File: src/rtl/fifo_pkg.sv
// Helpers shared by the read- and write-side controllers of the async FIFO.
// Conversions work on a wide container; callers zero-extend and slice to their pointer width.
package fifo_pkg;

  localparam int GW = 32;

  function automatic int fifo_depth(input int p_width);
    return 2 ** (p_width - 1);
  endfunction

  function automatic logic [GW-1:0] bin2gray(input logic [GW-1:0] b);
    return b ^ (b >> 1);
  endfunction

  // XOR prefix from the MSB; zero-extended upper bits leave the low bits unaffected.
  function automatic logic [GW-1:0] gray2bin(input logic [GW-1:0] g);
    logic [GW-1:0] b;
    b[GW-1] = g[GW-1];
    for (int i = GW - 2; i >= 0; i--) begin
      b[i] = b[i+1] ^ g[i];
    end
    return b;
  endfunction

endpackage

File: src/rtl/fifo_wr_ctrl.sv
// Write-side pointer/flag controller of the dual-clock FIFO, entirely in the w_clk domain.
// Handshake: w_inc is a request; it is accepted (w_en=1) in any cycle where w_full=0, else dropped.
module fifo_wr_ctrl
  import fifo_pkg::*;
#(
  parameter int P_WIDTH   = 4,
  parameter int AF_MARGIN = 2
) (
  input  logic               w_clk,
  input  logic               wrst,
  input  logic               w_inc,
  input  logic [P_WIDTH-1:0] sync_rptr,
  input  logic               w_clr_ovf,
  output logic               w_en,
  output logic [P_WIDTH-2:0] w_addr,
  output logic [P_WIDTH-1:0] w_ptr_gray,
  output logic               w_full,
  output logic               w_afull,
  output logic [P_WIDTH-1:0] w_count,
  output logic               w_overflow
);

  localparam int DEPTH = fifo_depth(P_WIDTH);
  localparam logic [P_WIDTH-1:0] AF_LEVEL = P_WIDTH'(DEPTH - AF_MARGIN);

  logic [P_WIDTH-1:0] wr_pointer;
  logic [P_WIDTH-1:0] wr_pointer_next;
  logic [P_WIDTH-1:0] rbin;
  logic [GW-1:0]      gray_next_ext;
  logic [GW-1:0]      rbin_ext;
  logic               unused_hi;

  // Full when the write pointer is exactly one lap ahead: top two Gray bits inverted.
  always_comb begin
    w_full          = (w_ptr_gray == {~sync_rptr[P_WIDTH-1:P_WIDTH-2], sync_rptr[P_WIDTH-3:0]});
    w_en            = w_inc & ~w_full;
    wr_pointer_next = wr_pointer + {{(P_WIDTH-1){1'b0}}, w_en};
    gray_next_ext   = bin2gray(GW'(wr_pointer_next));
    rbin_ext        = gray2bin(GW'(sync_rptr));
    rbin            = rbin_ext[P_WIDTH-1:0];
    w_count         = wr_pointer - rbin;
    w_afull         = (w_count >= AF_LEVEL);
    w_addr          = wr_pointer[P_WIDTH-2:0];
  end

  assign unused_hi = ^{gray_next_ext[GW-1:P_WIDTH], rbin_ext[GW-1:P_WIDTH]};

  // Gray is registered from the next binary value so it tracks wr_pointer with no lag.
  always_ff @(posedge w_clk or posedge wrst) begin
    if (wrst) begin
      wr_pointer <= '0;
      w_ptr_gray <= '0;
      w_overflow <= 1'b0;
    end else begin
      wr_pointer <= wr_pointer_next;
      w_ptr_gray <= gray_next_ext[P_WIDTH-1:0];
      if (w_inc & w_full) begin
        w_overflow <= 1'b1;
      end else if (w_clr_ovf) begin
        w_overflow <= 1'b0;
      end
    end
  end

endmodule

File: config.mk
export PLATFORM = sky130hd
export DESIGN_NAME = fifo_wr_ctrl
export DESIGN_NICKNAME = d
export VERILOG_FILES = /design/src/rtl/fifo_pkg.sv /design/src/rtl/fifo_wr_ctrl.sv
export SDC_FILE = /design/constraint.sdc
export NUM_CORES = 1
export LEC_CHECK = 0
export CELL_PAD_IN_SITES_DETAIL_PLACEMENT = 1
export CELL_PAD_IN_SITES_GLOBAL_PLACEMENT = 2
export CORE_MARGIN = 2
export CORE_UTILIZATION = 25
export CTS_BUF_LIST = sky130_fd_sc_hd__clkbuf_8 sky130_fd_sc_hd__clkbuf_16
export DETAILED_ROUTE_END_ITERATION = 12
export MAX_ROUTING_LAYER = met4
export PLACE_DENSITY_LB_ADDON = 0.1
export SLEW_MARGIN = 5
export SYNTH_ARGS = -nofsm -noshare
export SYNTH_HDL_FRONTEND = slang
export SYNTH_SLANG_ARGS = --single-unit
File: constraint.sdc
create_clock -name w_clk -period 8.3 [get_ports w_clk]
set_clock_uncertainty 0.15 [all_clocks]
set_input_delay 1.66 -clock w_clk [delete_from_list [all_inputs] [get_ports w_clk]]
set_output_delay 1.66 -clock w_clk [all_outputs]
set_load 0.01 [all_outputs]
==> impl_metrics.ini <==
[hold_path]
hold_depth = 2
min_path_type = reg2reg

[sta]
setup-violations-final = 0
max_freq_ghz = 0.158
fin_crit_sh_pct = 76.5
rsz0062_at_grt = false
worst_slew_pin_slew_ns = 0.351
drv_slew = 0
maxSlewHeadroom_pct = 76.5
timing_hold_violations_final = 0
tns_ns = 0
period_minus_slack_ns = 6.35

[critical_path]
start_kind = input pin
arrival_ns = 4.54
reg2reg_to = w_ptr_gray[1]
crit_path_end = w_afull
startpoint = sync_rptr[3]
end_kind = output pin
crit_required_ns = 6.49
critPathKind = in2out
crit_path_cell_trace = clkdlybuf4s50_1 -> xnor2_1 -> xor2_1 -> xnor2_1 -> ha_1 -> inv_1 -> fa_1 -> nand2_1 -> o21ai_0 -> a21oi_1 -> o211ai_1 -> clkdlybuf4s50_1
cp_num_buf_inv = 3
timing.rr.start = w_ptr_gray[3]
cp_slowest_cell = clkdlybuf4s50_1
reg2reg_depth = 7
cpLargestDelayFamily = buffers and inverters
slowest_delay_ns = 0.55
critPathMaxFanout = 3
regToRegSetupSlack_ns = 6.15
cp.depth = 12

[clock_tree]
clkLatencyLatePin_ns = 0.22
cts_resized = 0
cts.sinks = 8
post_cts_buffers = 0
clockBufferDepth = 2
h-tree-depth = 1
cts_tree = built
cts_hold_buf = 0
ctsRootBufferMaster = clkbuf_8
cts_made_buffers = 3
clk_pin_slew_ns = 0.04

[run]
cap_violations = 0

[pwr]
clockPowerShare_pct = 12.2
combPwrFrac_pct = 65.7
p_total_mw = 0.360
switching_share_pct = 36.8
intPower_mw = 0.228
power.leakage_nw = 0.352
power_frac_seq_pct = 22.1
power.density_mw_per_mm2 = 447
peakVddDrop_mv = 0.162
net-switching-power_mw = 0.133

[floorplan]
dieWidth_um = 49.2
core.rowCount = 16
die_h_um = 49.2
ioPinCount = 23
coreArea_mm2 = 0.00194
start_util_pct = 26.4
die-area_mm2 = 0.00243

[yosys]
ys_types = 16
yosysSeqAreaShare_pct = 39.1
synth_area_leader_cell = dfrtp_1
synth_area_um2 = 512
synth_fp_nets = 60
yosysTopAreaCellShare_pct = 39.1
yosys_warnings = 0
ys_ff_latch = 8
synth.area.top_cells = dfrtp_1, ha_1, xor2_1
synthCells = 46
avgSynthCellArea_um2 = 11.1

[route]
drtAntennaViolNets = 0
num_vias = 409
dr.pass1.iters = 1
drc = 0
via_per_inst = 4.17
wire_per_inst_um = 9.95
drtIter0Drc = 0
drt-total-wl_um = 975

[grt]
antenna_found_initial = 0
grt_overflow = 0
grtUsageTotal_pct = 9.23
grt_start_max_net_pins = 9
grt_pass1_wl_um = 1730
grt_pass1_vias = 440

[layout]
drive_above_1_share_pct = 7.04
stdcell_count = 98
area.growth.synth_to_final_pct = 57.7
num_antenna_cells = 0
nets = 87

[outcome]
status = completed

[place]
gp_congestion = 0.647
dp.cells = 95
hpwl_um = 907
port_buffers = 22
-- worst min-delay path by stage --
stage	start	end	slack [ns]
6_report	w_overflow	w_overflow	0.37
5_1_grt	w_overflow	w_overflow	0.41
4_1_cts	w_overflow	w_overflow	0.38
3_5_place_dp	w_overflow	w_overflow	0.38
3_3_place_gp	w_overflow	w_overflow	0.38
2_1_floorplan	w_overflow	w_overflow	0.40
-- Yosys cell counts, drive strengths merged --
master	count
and4	1
a21o	2
o211ai	1
ha	5
fa	1
dfrtp	8
inv	5
a21oi	1
o21ai	2
nand2	2
nand3	2
xnor2	6
nor2b	1
xor2	8
nand3b	1
-- state kept, by name, summed over array words and instances, names as in the netlist --
name        count
w_overflow      1
wr_pointer      3
w_ptr_gray      4
-- per-stage QoR --
stage	util [%]	hold WS (ns)	setup WS (ns)	cell area [um^2]
final	41.6	0.371	1.95	807
after global routing	41.6	0.414	1.70	807
after CTS	41.6	0.381	1.89	807
after detailed placement	39.4	0.375	1.88	766
after global placement	39.4	0.375	1.92	766
after floorplan	-	0.399	3.03	512
-- power by group through the flow --
stage          clock network (mW)  logic, mW  registers (mW)
3_3_place_gp                    0      0.240          0.0819
6_report                   0.0439      0.237          0.0798
4_1_cts                    0.0453      0.242          0.0811
2_1_floorplan                   0      0.118          0.0870
5_1_grt                    0.0485      0.259          0.0835
3_5_place_dp                    0      0.242          0.0812
-- layout make-up --
cell class              count  area, um^2
fillers                   224        1130
multi-input cells          33         293
repair buffers             22         220
flip-flops and latches      8         200
clock buffers               3        41.3
well taps                  27        33.8
inverters                   5        18.8
-- logic make-up after synthesis --
family	synth area share (%)
AO/OA/AOI/OAI	7.33
adder cells (fa/ha/maj)	16.1
buffers and inverters	3.67
XOR/XNOR	25.4
flip-flops	39.1
AND/OR/NAND/NOR	8.31
-- cell usage in the layout, fill, tap and decap left out, drive strengths merged --
cell           count
clkbuf             3
ha                 5
dfrtp              8
and4               1
clkdlybuf4s50     22
nand3              2
inv                5
fa                 1
o211ai             1
a21o               2
a21oi              1
nand2              2
xor2               8
nand3b             1
xnor2              6
nor2b              1
o21ai              2
-- worst min-delay path, cell delays in order (launching register included) --
cell,delay (ns)
dfrtp_1,0.36
inv_1,0.05
o21ai_0,0.06
-- per-layer routing --
layer,part of all wire [%],GRT usage (%),wire length [um],vias to the layer above
met4,0,2.86,0,0
met5,0,-,0,-
met3,2.5,0.920,24,0
met1,41,10.5,400,200
li1,-,-,-,201
met2,56,16.9,550,8
No activity file was read; power rests on OpenSTA's default activity.
